==> src/rtl/up_sampler_4.sv <==
// Interpolate-by-4 front end: 2-entry input FIFO, phase counter and a registered output stage
// that emits the new sample on phase 0 and zero-stuffed or held samples on phases 1..3.
module up_sampler_4 #(
    parameter int unsigned W          = 18,
    parameter bit          ZERO_STUFF = 1'b1,
    parameter int unsigned GAIN_SHL   = 2
) (
    input  logic                clk,
    input  logic                reset,
    input  logic                clk_en,
    input  logic signed [W-1:0] x_in,
    input  logic                x_valid,
    output logic                x_ready,
    output logic signed [W-1:0] y,
    output logic [1:0]          y_phase,
    output logic                sym_strobe,
    output logic                underflow
);

    localparam int unsigned WE = W + GAIN_SHL;

    logic signed [W-1:0]  r_mem [2];
    logic                 r_wr_ptr;
    logic                 r_rd_ptr;
    logic [1:0]           r_count;
    logic [1:0]           r_phase;
    logic signed [W-1:0]  r_y;
    logic signed [W-1:0]  r_held;
    logic [1:0]           r_y_phase;
    logic                 r_strobe;
    logic                 r_underflow;

    logic                 w_push;
    logic                 w_pop;
    logic                 w_phase0;
    logic [1:0]           w_phase_nx;
    logic [1:0]           w_count_nx;
    logic signed [W-1:0]  w_head;
    logic signed [WE-1:0] w_ext;
    logic signed [WE-1:0] w_shl;
    logic [GAIN_SHL:0]    w_top;
    logic signed [W-1:0]  w_sat;
    logic signed [W-1:0]  w_load;

    assign x_ready    = (r_count < 2'd2);
    assign w_push     = x_valid && x_ready;
    assign w_phase_nx = r_phase + 2'd1;
    assign w_phase0   = clk_en && (w_phase_nx == 2'd0);
    // Pop uses the pre-edge count, so a sample written this edge is never read this edge.
    assign w_pop      = w_phase0 && (r_count != 2'd0);
    assign w_head     = r_mem[r_rd_ptr];

    assign w_ext = WE'(w_head);
    assign w_shl = w_ext <<< GAIN_SHL;
    assign w_top = w_shl[WE-1:W-1];

    always_comb begin
        w_sat = w_shl[W-1:0];
        if (!((&w_top) || (~|w_top))) begin
            w_sat = w_shl[WE-1] ? {1'b1, {(W-1){1'b0}}} : {1'b0, {(W-1){1'b1}}};
        end
    end

    assign w_load = ZERO_STUFF ? w_sat : w_head;

    always_comb begin
        w_count_nx = r_count;
        case ({w_push, w_pop})
            2'b10:   w_count_nx = r_count + 2'd1;
            2'b01:   w_count_nx = r_count - 2'd1;
            default: w_count_nx = r_count;
        endcase
    end

    always_ff @(posedge clk) begin
        if (reset) begin
            r_wr_ptr    <= 1'b0;
            r_rd_ptr    <= 1'b0;
            r_count     <= 2'd0;
            r_phase     <= 2'd3;
            r_y         <= '0;
            r_held      <= '0;
            r_y_phase   <= 2'd0;
            r_strobe    <= 1'b0;
            r_underflow <= 1'b0;
        end else begin
            r_count  <= w_count_nx;
            r_strobe <= w_phase0;
            if (w_push) begin
                r_mem[r_wr_ptr] <= x_in;
                r_wr_ptr        <= ~r_wr_ptr;
            end
            if (w_pop) begin
                r_rd_ptr <= ~r_rd_ptr;
            end
            if (clk_en) begin
                r_phase   <= w_phase_nx;
                r_y_phase <= w_phase_nx;
                if (w_phase0) begin
                    if (r_count != 2'd0) begin
                        r_y    <= w_load;
                        r_held <= w_head;
                    end else begin
                        r_y         <= '0;
                        r_held      <= '0;
                        r_underflow <= 1'b1;
                    end
                end else begin
                    r_y <= ZERO_STUFF ? '0 : r_held;
                end
            end
        end
    end

    assign y          = r_y;
    assign y_phase    = r_y_phase;
    assign sym_strobe = r_strobe;
    assign underflow  = r_underflow;

endmodule

==> config.mk <==
export PLATFORM = sky130hd
export DESIGN_NAME = up_sampler_4
export DESIGN_NICKNAME = d
export VERILOG_FILES = /design/src/rtl/up_sampler_4.sv
export SDC_FILE = /design/constraint.sdc
export NUM_CORES = 1
export LEC_CHECK = 0
export ABC_CLOCK_PERIOD_IN_PS = 2900
export BUFFER_PORTS_ARGS = -buffer_cell sky130_fd_sc_hd__buf_2
export CAP_MARGIN = 20
export CORE_ASPECT_RATIO = 0.75
export CORE_MARGIN = 5
export CORE_UTILIZATION = 57
export CTS_BUF_LIST = sky130_fd_sc_hd__clkbuf_4 sky130_fd_sc_hd__clkbuf_8
export DETAILED_ROUTE_END_ITERATION = 10
export MAX_ROUTING_LAYER = met4
export PLACE_DENSITY = 0.84
export RECOVER_POWER = 50
export SYNTH_ARGS = -nofsm -noshare
export SYNTH_HDL_FRONTEND = slang
export SYNTH_SLANG_ARGS = --single-unit
==> constraint.sdc <==
create_clock -name clk -period 2.9 [get_ports clk]
set_input_delay 0.29 -clock clk [delete_from_list [all_inputs] [get_ports clk]]
set_output_delay 0.29 -clock clk [all_outputs]
set_load 0.02 [all_outputs]
==> impl_summary.log, run 1 <==
[metrics] run status: finished with violations
[metrics] violations in the final reports: capacitance limit, slew limit
[metrics] number of placed I/O pins: 45
[metrics] TritonCTS clock tree: yes
[metrics] post-route cell area: 0.002984 mm2
[metrics] floorplan die area: 0.005935 mm2
[metrics] total count of max-transition violations in the final report: 31
[metrics] layout-stage area growth over the synthesis result: 16.80%
[metrics] number of antenna repair diodes: 0
[metrics] RSZ-0062 raised after global routing: no
[metrics] multiplexer share of the synthesized area: 0
[metrics] critical-path cell list: or3_4 > a31oi_4 > a221oi_1
[metrics] Post-CTS Hold Fix Bufs: 0
[metrics] maximum operating frequency: 0.5410 GHz
[metrics] category of the worst setup path capture point: register
[metrics] register bit total from synthesis: 64
[metrics] number of search-and-repair iterations in the first detailed-routing pass: 5
[metrics] Post CTS Setup Buffer Count: 0
[metrics] adder and majority cell fraction of the synthesized area: 0.009794
[metrics] worst IR drop on VDD: 0.4654 mV
[metrics] Gate Count Post-Synth: 190
[metrics] source-to-sink clock delay at the later pin of the worst-skew pair: 340 ps
[metrics] root buffer selected by CTS: sky130_fd_sc_hd__clkbuf_8
[metrics] total negative slack: 0 ps
[metrics] kind of start point of the critical path: register
[metrics] leakage power of the design: 0.001014 uW
[metrics] standard cell area after detailed placement: 0.002801 mm2
[metrics] clock-pin slew of the registers on the worst-case setup and hold paths: 70 ps
[metrics] pin count of the biggest net entering global routing: 33
[metrics] count of nets left with antenna violations after detail routing: 0
[metrics] Total Routing Usage GR: 0.1792
[metrics] CTS HTree Levels: 3
[metrics] TritonCTS Buffers: 9
[metrics] CP Class: register to register
[metrics] Layout Skew: 7.027 ps
[metrics] count of port buffers added during placement: 44
[metrics] clock sink count: 64
[metrics] power share of the sequential group: 0.463
[metrics] detailed-route wire length: 4.793 mm
[metrics] type of the most critical hold path: input port to register
[metrics] initial core utilization: 0.5823
[metrics] relative slew slack: -0.05851
[metrics] simple-gate share of the synthesized area: 0.1244
[metrics] Via-to-Cell Ratio: 5.614
[metrics] initial antenna violation count: 0
[metrics] DRC: 0
[metrics] register area share after synthesis: 0.6425
[metrics] GPL Wtd Cong: 0.6893
[metrics] net count of the finished layout: 260
[metrics] total overflow reported by the global router: 0
[metrics] data arrival time of the critical path: 1970 ps
[metrics] yosys synthesis warning count: 0
[metrics] worst slew pin tran: 1588 ps
[metrics] synthesized netlist net count: 214
[metrics] final count of negative-setup-slack endpoints: 0
[metrics] number of placement rows: 21
[metrics] library cells used by synthesis: 36
[metrics] Min Clock Period, post-route: 1849 ps
[metrics] Mean Syn Cell Area: 13.45 um2
[metrics] DP HPWL: 3.077 mm
[metrics] Core Footprint: 0.004388 mm2
[metrics] share of total power in the clock network: 0.336
[metrics] via count of the first global-routing pass: 1607
[metrics] Sw Share: 0.2818
[metrics] DR WL/cell: 16.08 um
[metrics] Switching Power: 689.4 uW
[metrics] Synth Cell Area: 0.002555 mm2
[metrics] final hold viol count: 0
[metrics] combinational family with the most area after synthesis: compound AO/OA/AOI/OAI gates
[metrics] xor-xnor portion of the synthesized cell area: 0.01714
[metrics] total number of vias: 1673
[metrics] required time of the worst setup path: 3030 ps
[metrics] max cap viols: 1
[metrics] ratio of final minimum period to clock period: 0.6374
[metrics] buffer levels on the longest clock path: 2
[metrics] buffers and inverters on the worst path: 0
[metrics] DRT iter0 DRCs: 143
[metrics] total power density per cell area: 819.9 mW/mm2
[metrics] Int Power: 1757 uW
[metrics] global-route wire length before repair: 7.541 mm
[metrics] layout cell share with drive strength beyond 1: 0.2365
[metrics] CP max-delay cell: sky130_fd_sc_hd__a31oi_4
[metrics] relative contribution of combinational cells to total power: 0.200
[metrics] compound-cell area share of the yosys netlist: 0.1655
[metrics] die height: 67.98 um
[metrics] max incr delay on CP: 600 ps
[metrics] Die W: 87.31 um
[metrics] highest net fanout along the worst path: 15
[metrics] count of instances resized after the clock tree is built: 0
[metrics] CP delay by family, top: compound AO/OA/AOI/OAI gates
[final timing paths]
check	from	cells after the start	slack, ps	endpoint
max reg2reg	r_mem[1][15]	3	1050	y[3]
max	r_mem[1][15]	3	1050	y[3]
min	x_in[12]	1	140	r_mem[0][12]
min reg2reg	underflow	2	480	underflow
[synthesized netlist by cell type]
| library cell | n | area share |
|---|---|---|
| sky130_fd_sc_hd__nand3_1 | 1 | 0.0020 |
| sky130_fd_sc_hd__or3_1 | 1 | 0.0025 |
| sky130_fd_sc_hd__a221oi_1 | 19 | 0.065 |
| sky130_fd_sc_hd__nand2_1 | 18 | 0.026 |
| sky130_fd_sc_hd__o32a_1 | 1 | 0.0039 |
| sky130_fd_sc_hd__nand2b_1 | 1 | 0.0025 |
| sky130_fd_sc_hd__dfxtp_1 | 28 | 0.22 |
| sky130_fd_sc_hd__nor2b_1 | 16 | 0.039 |
| sky130_fd_sc_hd__a32oi_1 | 2 | 0.0069 |
| sky130_fd_sc_hd__xor2_1 | 2 | 0.0069 |
| sky130_fd_sc_hd__a221oi_2 | 11 | 0.065 |
| sky130_fd_sc_hd__a31oi_1 | 1 | 0.0025 |
| sky130_fd_sc_hd__nor3b_1 | 2 | 0.0059 |
| sky130_fd_sc_hd__a31oi_4 | 1 | 0.0083 |
| sky130_fd_sc_hd__edfxtp_1 | 36 | 0.42 |
| sky130_fd_sc_hd__and3_1 | 1 | 0.0025 |
| sky130_fd_sc_hd__clkbuf_1 | 3 | 0.0044 |
| sky130_fd_sc_hd__xnor2_1 | 3 | 0.010 |
| sky130_fd_sc_hd__nor2_4 | 1 | 0.0044 |
| sky130_fd_sc_hd__buf_4 | 3 | 0.0088 |
| sky130_fd_sc_hd__and2_1 | 1 | 0.0025 |
| sky130_fd_sc_hd__nor2_1 | 12 | 0.018 |
| sky130_fd_sc_hd__nor3_2 | 1 | 0.0039 |
| sky130_fd_sc_hd__o21ai_0 | 1 | 0.0020 |
| sky130_fd_sc_hd__ha_1 | 2 | 0.0098 |
| sky130_fd_sc_hd__a211o_1 | 1 | 0.0034 |
| sky130_fd_sc_hd__inv_1 | 3 | 0.0044 |
| sky130_fd_sc_hd__nand2_2 | 2 | 0.0049 |
| sky130_fd_sc_hd__buf_1 | 2 | 0.0029 |
| sky130_fd_sc_hd__nor3_1 | 3 | 0.0059 |
| sky130_fd_sc_hd__buf_12 | 1 | 0.0078 |
| sky130_fd_sc_hd__a211oi_1 | 1 | 0.0029 |
| sky130_fd_sc_hd__or3_4 | 1 | 0.0044 |
| sky130_fd_sc_hd__buf_6 | 1 | 0.0044 |
| sky130_fd_sc_hd__a21oi_1 | 3 | 0.0059 |
| sky130_fd_sc_hd__buf_2 | 4 | 0.0078 |
[layer usage]
layer	routed length, um	track usage	share of wire	up-vias
met5	0	-	0	-
met4	48	0.04981	0.010	0
met3	324	0.07702	0.068	6
met2	2445	0.2979	0.51	48
met1	1976	0.1995	0.41	807
li1	-	-	-	812
[cells by family (layout without fill, tap and decap cells)]
family,count (synthesis),count (layout)
xor+xnor,5,5
buf+inv,17,68
flops,64,64
fa+ha+maj,2,2
simple gates,61,61
compound gates,41,41
[cell usage in the layout (no fill, tap or decap), types with 3 or more instances in the layout]
cell | netlist | final
sky130_fd_sc_hd__edfxtp_1 | 36 | 36
sky130_fd_sc_hd__dfxtp_1 | 28 | 28
sky130_fd_sc_hd__clkbuf_1 | 3 | 27
sky130_fd_sc_hd__a221oi_1 | 19 | 19
sky130_fd_sc_hd__nand2_1 | 18 | 18
sky130_fd_sc_hd__buf_2 | 4 | 17
sky130_fd_sc_hd__nor2b_1 | 16 | 16
sky130_fd_sc_hd__nor2_1 | 12 | 12
sky130_fd_sc_hd__a221oi_2 | 11 | 11
sky130_fd_sc_hd__clkbuf_8 | 0 | 9
sky130_fd_sc_hd__buf_4 | 3 | 5
sky130_fd_sc_hd__inv_1 | 3 | 3
sky130_fd_sc_hd__xnor2_1 | 3 | 3
sky130_fd_sc_hd__a21oi_1 | 3 | 3
sky130_fd_sc_hd__clkbuf_4 | 0 | 3
[stage by stage]
stage / util / setup WS [ps] / total power [uW] / hold slack [ps] / cells
final: 0.6801 / 1051 / 2447 / 137.3 / 298
after global routing: 0.6801 / 964.3 / 2569 / 112.1 / 298
after CTS: 0.6878 / 1087 / 2472 / 124.1 / 298
after detailed placement: 0.6384 / 1100 / 1650 / 464.9 / 282
after global placement: 0.6384 / 1171 / 1632 / 444.7 / 282
after floorplan: - / 459.1 / 1543 / 388.9 / 190
[sequential cells by signal (all words and copies together), names as in the netlist, named ones only]
register	cells
y	17
underflow	1
sym_strobe	1
r_count	2
r_mem	36
r_wr_ptr	1
r_rd_ptr	1
y_phase	2
r_phase	2
[power groups by stage]
stage               clock (uW)  combinational, uW  sequential (uW)
finish                     823                490             1130
global route               881                543             1150
CTS                        835                504             1130
detailed placement           0                500             1150
global placement             0                485             1150
floorplan                    0                371             1170
[layout make-up]
class | instances | area (um2)
clock buffers | 12 | 146.4
clock inverters | 4 | 70.07
fillers | 337 | 1404
inverters | 3 | 11.26
multi-input cells | 109 | 819.5
flip-flops and latches | 64 | 1642
well taps | 57 | 71.32
repair buffers | 49 | 224.0
Power figures use the tool's default switching activity.
==> run 2, diff against run 1 <==
- ABC_CLOCK_PERIOD_IN_PS: 2900 -> 1700
- CORE_UTILIZATION: 57 -> 52
- PLACE_DENSITY: 0.84 -> 0.81
- clock period: 2.9 -> 1.7 ns (I/O delays scaled with it)
==> impl_summary.log, run 2 (same netlist as run 1, synthesis figures left out) <==
[metrics] TritonCTS clock tree: yes
[metrics] data arrival time of the critical path: 1870 ps (-100 ps)
[metrics] category of the worst setup path capture point: register
[metrics] fraction of the core area covered by cells at the end of the flow: 0.6545 (-0.02552)
[metrics] filler cell count: 360 (+6.8%)
[metrics] net count of the finished layout: 268 (+3.1%)
[metrics] highest net fanout along the worst path: 3 (-12)
[metrics] global-route met1 utilization: 0.1772 (-0.02234)
[metrics] gr busiest metal: met2
[metrics] met3 track demand over resource in global routing: 0.06482 (-0.01219)
[metrics] final count of negative-setup-slack endpoints: 0 (unchanged)
[metrics] kind of start point of the critical path: register
[metrics] max reg flops: 36 (unchanged)
[metrics] number of placed I/O pins: 45 (unchanged)
[metrics] run status: finished, final reports clean
[metrics] initial core utilization: 0.5304 (-0.05187)
[metrics] Total Routing Usage GR: 0.1554 (-0.02385)
[metrics] worst IR drop on VDD: 0.8981 mV (+93%)
[metrics] required time of the worst setup path: 1970 ps (-1060 ps)
[metrics] number of antenna repair diodes: 0 (unchanged)
[metrics] most frequent cells in the layout: 36 x sky130_fd_sc_hd__edfxtp_1, 27 x sky130_fd_sc_hd__dfxtp_1, 26 x sky130_fd_sc_hd__clkbuf_1
[metrics] leakage power of the design: 0.001080 uW (+6.5%)
[metrics] final-layout worst hold slack: 20.64 ps (-116.6 ps)
[metrics] DRC: 0 (unchanged)
[metrics] buffer levels on the longest clock path: 2 (unchanged)
[metrics] die height: 70.71 um (+4.0%)
[metrics] max cap viols: 0 (-1)
[metrics] DRT iter0 DRCs: 79 (-45%)
[metrics] ratio of final minimum period to clock period: 0.9397 (+0.3023)
[metrics] source-to-sink clock delay at the later pin of the worst-skew pair: 330 ps (about the same)
[metrics] via count of the first global-routing pass: 1577 (-1.9%)
[metrics] Die W: 90.94 um (+4.2%)
[metrics] Via-to-Cell Ratio: 5.304 (-5.5%)
[metrics] post-route cell area: 0.003153 mm2 (+5.7%)
[metrics] GPL Wtd Cong: 0.7831 (+14%)
[metrics] Layout Skew: 5.476 ps (-1.550 ps)
[metrics] total power density per cell area: 1419 mW/mm2 (+73%)
[metrics] largest register by flop count: r_mem
[metrics] RSZ-0062 raised after global routing: no
[metrics] most frequent standard cell in the layout excluding fill and tap cells: sky130_fd_sc_hd__edfxtp_1
[metrics] total negative slack: 0 ps (unchanged)
[metrics] clock sink count: 64 (unchanged)
[metrics] CP Class: register to register
[metrics] count of port buffers added during placement: 44 (unchanged)
[metrics] DR WL/cell: 15.11 um (-6.1%)
[metrics] detailed-route wire length: 4.668 mm (-2.6%)
[metrics] total count of max-transition violations in the final report: 0 (-100%)
[metrics] clock-pin slew of the registers on the worst-case setup and hold paths: 70 ps (about the same)
[metrics] total overflow reported by the global router: 0 (unchanged)
[metrics] TritonCTS Buffers: 9 (unchanged)
[metrics] CTS HTree Levels: 3 (unchanged)
[metrics] initial antenna violation count: 0 (unchanged)
[metrics] total number of vias: 1639 (-2.0%)
[metrics] number of search-and-repair iterations in the first detailed-routing pass: 4 (-1)
[metrics] Core Footprint: 0.004817 mm2 (+9.8%)
[metrics] Min Clock Period, post-route: 1598 ps (-251.0 ps)
[metrics] worst slew pin tran: 412.6 ps (-1175 ps)
[metrics] layout cell share with drive strength beyond 1: 0.2610 (+0.02453)
[metrics] number of placement rows: 22 (+4.8%)
[metrics] DP HPWL: 3.025 mm (-1.7%)
[metrics] type of the most critical hold path: input port to register
[metrics] met2 Usage GRT: 0.2336 (-0.06433)
[metrics] root buffer selected by CTS: sky130_fd_sc_hd__clkbuf_8
[metrics] count of nets left with antenna violations after detail routing: 0 (unchanged)
[metrics] final hold viol count: 0 (unchanged)
[metrics] layout-stage area growth over the synthesis result: 23.41%
[metrics] standard cell area after detailed placement: 0.002878 mm2 (+2.7%)
[metrics] relative slew slack: 0.7240 (+0.7825)
[metrics] global-route wire length before repair: 7.445 mm (-1.3%)
[metrics] pin count of the biggest net entering global routing: 34 (+3.0%)
[metrics] floorplan die area: 0.006430 mm2 (+8.3%)
[metrics] maximum operating frequency: 0.6260 GHz (+16%)
[run 2: changes by cell type in the layout (fill, tap and decap cells not counted), sizes merged]
cell / change
clkbuf: -2
bufinv: +1
buf: +6
dlygate4sd3: +3
[run 2: area by class of cell]
| cell class | instances | area (um2) | area share |
|---|---|---|---|
| Tap cell | 60 | 75.07 | 0.02381 |
| Timing Repair Buffer | 57 | 329.1 | 0.1044 |
| Clock inverter | 5 | 102.6 | 0.03254 |
| Clock buffer | 11 | 151.4 | 0.04802 |
| Multi-Input combinational cell | 109 | 840.8 | 0.2667 |
| Inverter | 3 | 11.26 | 0.003571 |
| Sequential cell | 64 | 1643 | 0.5210 |
[run 2: final timing paths]
kind,start,end,slack (ps),cells past startpoint
hold reg to reg,r_phase[0],y_phase[0],460,1
setup reg to reg,r_phase[0],r_count[1],100,6
hold / removal,x_in[14],r_mem[1][14],20,1
setup / recovery,r_phase[0],r_count[1],100,6
[run 2: what timing repair did]
item	CTS	global route
hold buffers	0	3
endpoints found under the hold margin	0	6
gates resized for setup	0	4
setup endpoints to repair	0	1
setup buffers	0	2
[run 2: through the flow]
stage / instances / worst slack (ps) / power (uW)
global placement: 288 / 101.6 / 2857
CTS: 304 / 26.43 / 4491
global route: 309 / 12.10 / 4699
finish: 309 / 102.4 / 4473
detailed placement: 288 / 45.93 / 2882
floorplan: 190 / 56.51 / 2648
[run 2: critical path: stages, from the launching register on]
cell and delay (ps):
sky130_fd_sc_hd__dfxtp_2 350, sky130_fd_sc_hd__ha_2 190, sky130_fd_sc_hd__nand2_2 80, sky130_fd_sc_hd__nor2_4 120
sky130_fd_sc_hd__ha_1 260, sky130_fd_sc_hd__or3_1 410, sky130_fd_sc_hd__a21oi_2 140
[run 2: metal layers]
metal,vias to the layer above,routed length (um)
li1,829,-
met1,763,2118
met2,38,2184
met3,9,283
met4,0,82
met5,-,0
[run 2: report_power, final]
group	switching, uW	total [uW]	internal (uW)
clock	550	1600	1050
sequential	108	1930	1820
combinational	559	941	382
total	1220	4470	3260
